File: src/rtl/mul_seq.sv
// rtl/mul_seq.sv - sequential shift-add / radix-2 Booth multiplier, one iteration per clock.
// Define MUL_SEQ_SIGNED_EN to enable signed (Booth) operation selected by op_signed.
module mul_seq #(
  parameter int WIDTH = 32
) (
  input  logic                 clk,
  input  logic                 reset,
  input  logic                 op_start,
  input  logic                 op_clear,
  input  logic                 op_signed,
  input  logic [WIDTH-1:0]     multiplicand,
  input  logic [WIDTH-1:0]     multiplier,
  output logic                 op_busy,
  output logic                 op_done,
  output logic [2*WIDTH-1:0]   result
);

  localparam int CW = $clog2(WIDTH + 1);

  typedef enum logic [1:0] {
    IDLE,
    EXEC,
    DONE
  } state_t;

  state_t               state;
  state_t               state_nxt;
  logic [WIDTH-1:0]     a_reg;
  logic [2*WIDTH:0]     p_reg;
  logic [2*WIDTH:0]     p_nxt;
  logic [WIDTH:0]       upper;
  logic [WIDTH:0]       sum;
  logic [CW-1:0]        cnt;
  logic                 accept;
  logic                 last_iter;

`ifdef MUL_SEQ_SIGNED_EN
  logic                 mode_reg;
  logic                 q_prev;
`else
  logic                 unused_signed;
  assign unused_signed = op_signed;
`endif

  assign accept    = op_start && !op_clear && (state == IDLE || state == DONE);
  assign last_iter = (cnt == CW'(WIDTH - 1));
  assign upper     = p_reg[2*WIDTH:WIDTH];

  // One iteration: conditional add/subtract into the upper WIDTH+1 bits, then shift right.
  always_comb begin
    sum   = upper;
    p_nxt = p_reg;
`ifdef MUL_SEQ_SIGNED_EN
    if (mode_reg) begin
      case ({p_reg[0], q_prev})
        2'b01:   sum = upper + {a_reg[WIDTH-1], a_reg};
        2'b10:   sum = upper - {a_reg[WIDTH-1], a_reg};
        default: sum = upper;
      endcase
      p_nxt = {sum[WIDTH], sum, p_reg[WIDTH-1:1]};
    end else begin
      sum   = p_reg[0] ? (upper + {1'b0, a_reg}) : upper;
      p_nxt = {1'b0, sum, p_reg[WIDTH-1:1]};
    end
`else
    sum   = p_reg[0] ? (upper + {1'b0, a_reg}) : upper;
    p_nxt = {1'b0, sum, p_reg[WIDTH-1:1]};
`endif
  end

  always_comb begin
    state_nxt = state;
    op_busy   = 1'b0;
    op_done   = 1'b0;
    case (state)
      IDLE: if (accept) state_nxt = EXEC;
      EXEC: begin
        op_busy = 1'b1;
        if (last_iter) state_nxt = DONE;
      end
      DONE: begin
        op_done   = 1'b1;
        state_nxt = accept ? EXEC : IDLE;
      end
      default: state_nxt = IDLE;
    endcase
    if (op_clear) state_nxt = IDLE;
  end

  always_ff @(posedge clk or posedge reset) begin
    if (reset) begin
      state  <= IDLE;
      a_reg  <= '0;
      p_reg  <= '0;
      cnt    <= '0;
      result <= '0;
`ifdef MUL_SEQ_SIGNED_EN
      mode_reg <= 1'b0;
      q_prev   <= 1'b0;
`endif
    end else begin
      state <= state_nxt;
      if (op_clear) begin
        cnt    <= '0;
        result <= '0;
      end else if (accept) begin
        a_reg <= multiplicand;
        p_reg <= {{(WIDTH+1){1'b0}}, multiplier};
        cnt   <= '0;
`ifdef MUL_SEQ_SIGNED_EN
        mode_reg <= op_signed;
        q_prev   <= 1'b0;
`endif
      end else if (state == EXEC) begin
        p_reg <= p_nxt;
`ifdef MUL_SEQ_SIGNED_EN
        q_prev <= p_reg[0];
`endif
        // Result is written only on the edge that enters DONE; the guard bit is dropped.
        if (last_iter) begin
          result <= p_nxt[2*WIDTH-1:0];
          cnt    <= '0;
        end else begin
          cnt <= cnt + 1'b1;
        end
      end
    end
  end

endmodule
File: config.mk
export PLATFORM = sky130hd
export DESIGN_NAME = mul_seq
export DESIGN_NICKNAME = d
export VERILOG_FILES = /design/src/rtl/mul_seq.sv
export SDC_FILE = /design/constraint.sdc
export NUM_CORES = 1
export LEC_CHECK = 0
export BUFFER_PORTS_ARGS = -buffer_cell sky130_fd_sc_hd__buf_2
export CAP_MARGIN = 20
export CORE_ASPECT_RATIO = 0.75
export CORE_UTILIZATION = 50
export CTS_BUF_LIST = sky130_fd_sc_hd__clkbuf_16
export DETAILED_ROUTE_END_ITERATION = 16
export GPL_ROUTABILITY_DRIVEN = 1
export PLACE_DENSITY = 0.74
export SYNTH_ARGS = -nofsm -noshare
export SYNTH_HDL_FRONTEND = slang
export SYNTH_SLANG_ARGS = --single-unit
File: constraint.sdc
create_clock -name clk -period 5.27 [get_ports clk]
set_input_delay 0.527 -clock clk [delete_from_list [all_inputs] [get_ports clk]]
set_output_delay 0.527 -clock clk [all_outputs]
set_load 0.1 [all_outputs]
== After elaboration in Yosys (flattened, before gate mapping) ==
Cells that the tools add are included.

* Shifts and indexed selects: 0
* Multipliers: 0
* $add $sub $neg: 2
* $lt $le $gt $ge: 0
* Equality and inequality tests: 6
* Reductions and logical operators: 13
* Multiplexer cells: 18
* Divide/modulo/power cells: 0
* Bitwise logic cells: 1

{| class="wikitable"
|+ Operators by type and width
! cell !! number
|-
| 64-bit 2-to-1 mux || 4
|-
| 65-bit 2-to-1 mux || 2
|-
| 33-bit by 32-bit adder with 33-bit output || 1
|-
| 33-bit 2-to-1 mux || 1
|-
| 6-bit 2-to-1 mux || 4
|-
| 6-bit by 1-bit adder with 6-bit output (second input constant) || 1
|-
| 6-bit by 5-bit == test with 1-bit output (second input constant) || 1
|-
| 2-bit 2-to-1 mux || 3
|-
| 3-bit inequality test (second input constant) || 2
|-
| 2-bit case mux with 3 select lines || 1
|-
| 2-bit AND reduction || 3
|-
| 2-bit nonzero test || 3
|-
| 1-bit 2-to-1 mux || 3
|-
| 3-bit AND reduction || 1
|-
| 3-bit nonzero test || 1
|-
| 2-bit by 1-bit == test with 1-bit output (second input constant) || 1
|-
| 2-bit == test (second input constant) || 1
|-
| 1-bit logical AND || 2
|-
| 2-bit logical NOT || 1
|-
| 2-bit inequality test (second input constant) || 1
|-
| 1-bit logical NOT || 1
|-
| 1-bit logical OR || 1
|-
| 1-bit inverter || 1
|}

* Memories kept: 0
* Memory bits (writable): 0
* Bits in read-only memories: 0
* Register bits: 169
* Output and inout bits: 66
* Bits in latches: 0
* Logic and storage cells: 45
* Bits of input ports: 69

== Longest topological paths before layout ==
* Word-level depth: 6
* Depth in mapped cells: 10
* Gate-level depth less buffers: 9

== Worst setup path before layout ==
OpenSTA, ideal clock, no wires.

* Path type: reg2reg
* From: reg p_reg[32]
* To: reg result[57]
* Required time: 5.135 ns
* Library setup time: 0.135 ns
* Slack: 2.891 ns
* Period minus slack after synthesis: 2.379 ns
* Path buffers: 0
* Arrival time: 2.245 ns
* Stages on the path, launching flop included: 10
* Cell sequence: dfrtp_1 > ha_1 > fa_1 > a21oi_1 > o211ai_2 > a31oi_1 > o31ai_2 > a41o_1 > xnor2_1 > o22ai_1

* Word-level cells in the longest chain between the ends: 6

{| class="wikitable"
|+ RTL lines
! element !! line !! text
|-
| start: declaration || 29 || <nowiki>logic [2*WIDTH:0] p_reg;</nowiki>
|-
| start signal: assignment || 108 || <nowiki>p_reg <= {{(WIDTH+1){1'b0}}, multiplier};</nowiki>
|-
| start signal: assignment || 115 || <nowiki>p_reg <= p_nxt;</nowiki>
|-
| 33-bit by 32-bit adder with 33-bit output || 66 || <nowiki>sum = p_reg[0] ? (upper + {1'b0, a_reg}) : upper;</nowiki>
|-
| 33-bit 2-to-1 mux || 66 ||
|-
| 64-bit 2-to-1 mux || 120 || <nowiki>if (last_iter) begin</nowiki>
|-
| 64-bit 2-to-1 mux || 114 || <nowiki>end else if (state == EXEC) begin</nowiki>
|-
| 64-bit 2-to-1 mux || 106 || <nowiki>end else if (accept) begin</nowiki>
|-
| 64-bit 2-to-1 mux || 103 || <nowiki>if (op_clear) begin</nowiki>
|-
| end signal: assignment || 121 || <nowiki>result <= p_nxt[2*WIDTH-1:0];</nowiki>
|-
| end: declaration || 15 || <nowiki>output logic [2*WIDTH-1:0] result</nowiki>
|}

Every way passes these cells. The select of a mux whose other input is x is not followed.
A chain may end at the register's enable or synchronous reset.

== Final worst setup path ==
* From: reg p_reg[32]
* To: reg p_reg[57]

* Word-level cells in the longest chain between the ends: 4

{| class="wikitable"
|+ RTL lines
! element !! line
|-
| 33-bit by 32-bit adder with 33-bit output || 66
|-
| 33-bit 2-to-1 mux || 66
|-
| 65-bit 2-to-1 mux || 114
|-
| 65-bit 2-to-1 mux || 106
|}

Every way passes these cells. The select of a mux whose other input is x is not followed.

==> out/summary.txt <==
Total power = 4.62 mW
Worst reg2reg setup slack = 2310 ps
Setup WS post-layout = 2310 ps
TritonCTS clock tree = done
DR pass1 iterations = 5
Min Clock Period, post-route = 2960 ps
Fraction of registers with async set/reset = 100%
Measured slew at the worst slew-check pin = 842 ps
Port Buf Inserts = 133
Required @ worst endpoint = 5550 ps
Final setup fails = 0
Vias in the first global route = 6642
Post-synth top area share = 48.2%
Yosys reg bits = 168
Initial antenna violation count = 0
Post-synthesis cell area = 8720 um^2
Sequential fraction of the synthesis area = 48.2%
Iter 0 DRT Violations = 647
Synth cell count leaders = dfrtp_1 (168), nand2_1 (134), a22oi_1 (59)
Int Power = 2.84 mW
Diodes inserted = 0
Cell Area, Placed = 9480 um^2
Mapped Avg Cell Area = 10.3 um^2
Final TNS setup = 0 ps
Synth top area cells = dfrtp_1 (48%), nand2_1 (5.8%), a22oi_1 (5.1%)
Max IR drop VDD = 203 uV
Synth warnings = 0
P per Cell Area = 460 nW/um^2
Vias per std cell = 6.03
CP Launch Type = flip-flop
Count leader, synth = dfrtp_1
Lkg Pwr = 4.99 nW
GRT Resource Usage Total = 26.0%
Slowest-stage cell, CP = fa_1
Number of max-cap violations = 0
Max FO, Critical Path = 4
Sw frac = 38.5%
Yosys cell types = 76
Buffer levels on the longest clock path = 2
Post-CTS Resized = 0
Period utilisation layout = 56.2%
FP Rows = 41
Critical path class = flip-flop to flip-flop
Die Wd = 154 um
Post-CTS Setup Repair Bufs = 0
Net Count, Synth = 952
Layout Utilization = 59.4%
DR vias = 7171
Htree depth = 4
Clock Skews = 8.20 ps
RSZ-0062 raised after global routing = no
Critical Path AT = 3240 ps
Worst-Skew Late Latency = 440 ps
Sink Count = 168
Net Sw Power = 1.78 mW
Core ar. = 16900 um^2
Fmax = 0.338 GHz
Register share of total power = 36.8%
Total grt overflow = 0
Final hold viol count = 0
Clock network power share = 26.8%
Routed wire per std cell = 18.9 um
Layout cell share with drive strength beyond 1 = 24.5%
First-pass GRT wire length = 35900 um
Gate power share = 36.4%
CTS buffer count = 17
Cell type with the largest total area after synthesis = dfrtp_1
Initial core utilization = 51.5%
Routed WL = 22500 um
Post-DP HPWL = 15600 um
DIE AREA = 18000 um^2
Gate Count Post-Synth = 849
CTS root buffer = clkbuf_16
Final net count = 1064
Final instance area = 10100 um^2
Area Growth Syn to Fin = 15.3%
HP Class = input pin to asynchronous set/reset pin
Primary FF master, synth = dfrtp_1
Die H = 116 um
Post-route DRC = 0
Post-synth EDFFs = 0
CTS clock-pin slew for the worst setup and hold paths = 70 ps
Pre-CTS WS = 2380 ps
Worst-path cell chain = ha_1, fa_1, a21oi_1, o211ai_2, a31oi_1, o31ai_2, a41o_1, xnor2_1, o21ai_0
Slew Viols, Final = 0
Antenna violation net count after detailed routing = 0
GPL Wtd Cong = 0.932
Relative slew margins = 43.7%
Largest net degree at the start of global routing = 66
CP peak stage delay = 420 ps
Outcome = completed
Crit end category = flip-flop
Post-CTS Hold Fix Bufs = 0
Io pins = 135
-- layout by cell type (no fill, tap or decap), drive strengths merged, types with 15 or more instances in the layout --
master | synthesis | final
dfrtp | 168 | 168
buf | 21 | 144
nand2 | 134 | 134
o21ai | 67 | 67
a22oi | 59 | 59
a21oi | 45 | 45
a22o | 38 | 38
nor2 | 36 | 36
ha | 33 | 33
mux2 | 32 | 32
xor2 | 18 | 18
clkbuf | 30 | 17
mux2i | 15 | 15
-- metrics by stage --
| stage | hold WS (ps) | std cells |
|---|---|---|
| global placement | 467 | 1157 |
| floorplan | 462 | 849 |
| CTS | 184 | 1189 |
| global route | 219 | 1189 |
| detailed placement | 475 | 1157 |
| finish | 157 | 1189 |
-- cells by family (layout without fill, tap and decap cells) --
kind of cell | count (synthesis) | in the layout | share of synthesized area (%)
buf+inv | 62 | 187 | 3.75
compound gates | 274 | 274 | 22.3
mux | 47 | 47 | 5.86
simple gates | 237 | 237 | 12.2
fa+ha+maj | 34 | 34 | 4.97
xor+xnor | 27 | 27 | 2.71
flops | 168 | 168 | 48.2
-- path summary, 6_finish.rpt --
check	to	from	cells past startpoint
worst max-delay path	p_reg[57]	p_reg[32]	9
worst min-delay path	result[10]	reset	2
worst max register to register	p_reg[57]	p_reg[32]	9
worst min register to register	result[42]	result[42]	2
max in group asynchronous	p_reg[42]	reset	3
min in group clk	p_reg[12]	multiplier[12]	3
-- critical path: cells and delay by family, from the launching register on --
| family | cells | cell delay [ps] |
|---|---|---|
| AOI/OAI and AO/OA | 6 | 1430 |
| xor gates and xnor gates | 1 | 300 |
| DFF | 1 | 400 |
| adders and majority gates | 2 | 670 |
-- final cells by class --
cell class	count	area, um^2
flip-flops and latches	168	4200
inverters	11	46.3
well taps	215	269
fillers	1464	6880
clock buffers	17	425
multi-input cells	619	4210
clock inverters	15	151
repair buffers	144	748
-- power groups by stage --
stage / clock (mW) / combinational (mW) / sequential (mW)
floorplan: 0 / 1.36 / 1.65
global placement: 0 / 1.61 / 1.71
detailed placement: 0 / 1.64 / 1.72
CTS: 1.25 / 1.66 / 1.69
global route: 1.31 / 1.87 / 1.73
finish: 1.24 / 1.68 / 1.70
-- per-layer routing --
metal | share of wire [%] | up-vias | GRT usage [%]
met4 | 0.89 | 0 | 6.07
met5 | 0 | - | 0
met2 | 43 | 249 | 37.7
met3 | 6.9 | 19 | 5.75
met1 | 49 | 3549 | 39.7
li1 | - | 3354 | -
No activity file was read; power rests on OpenSTA's default activity.
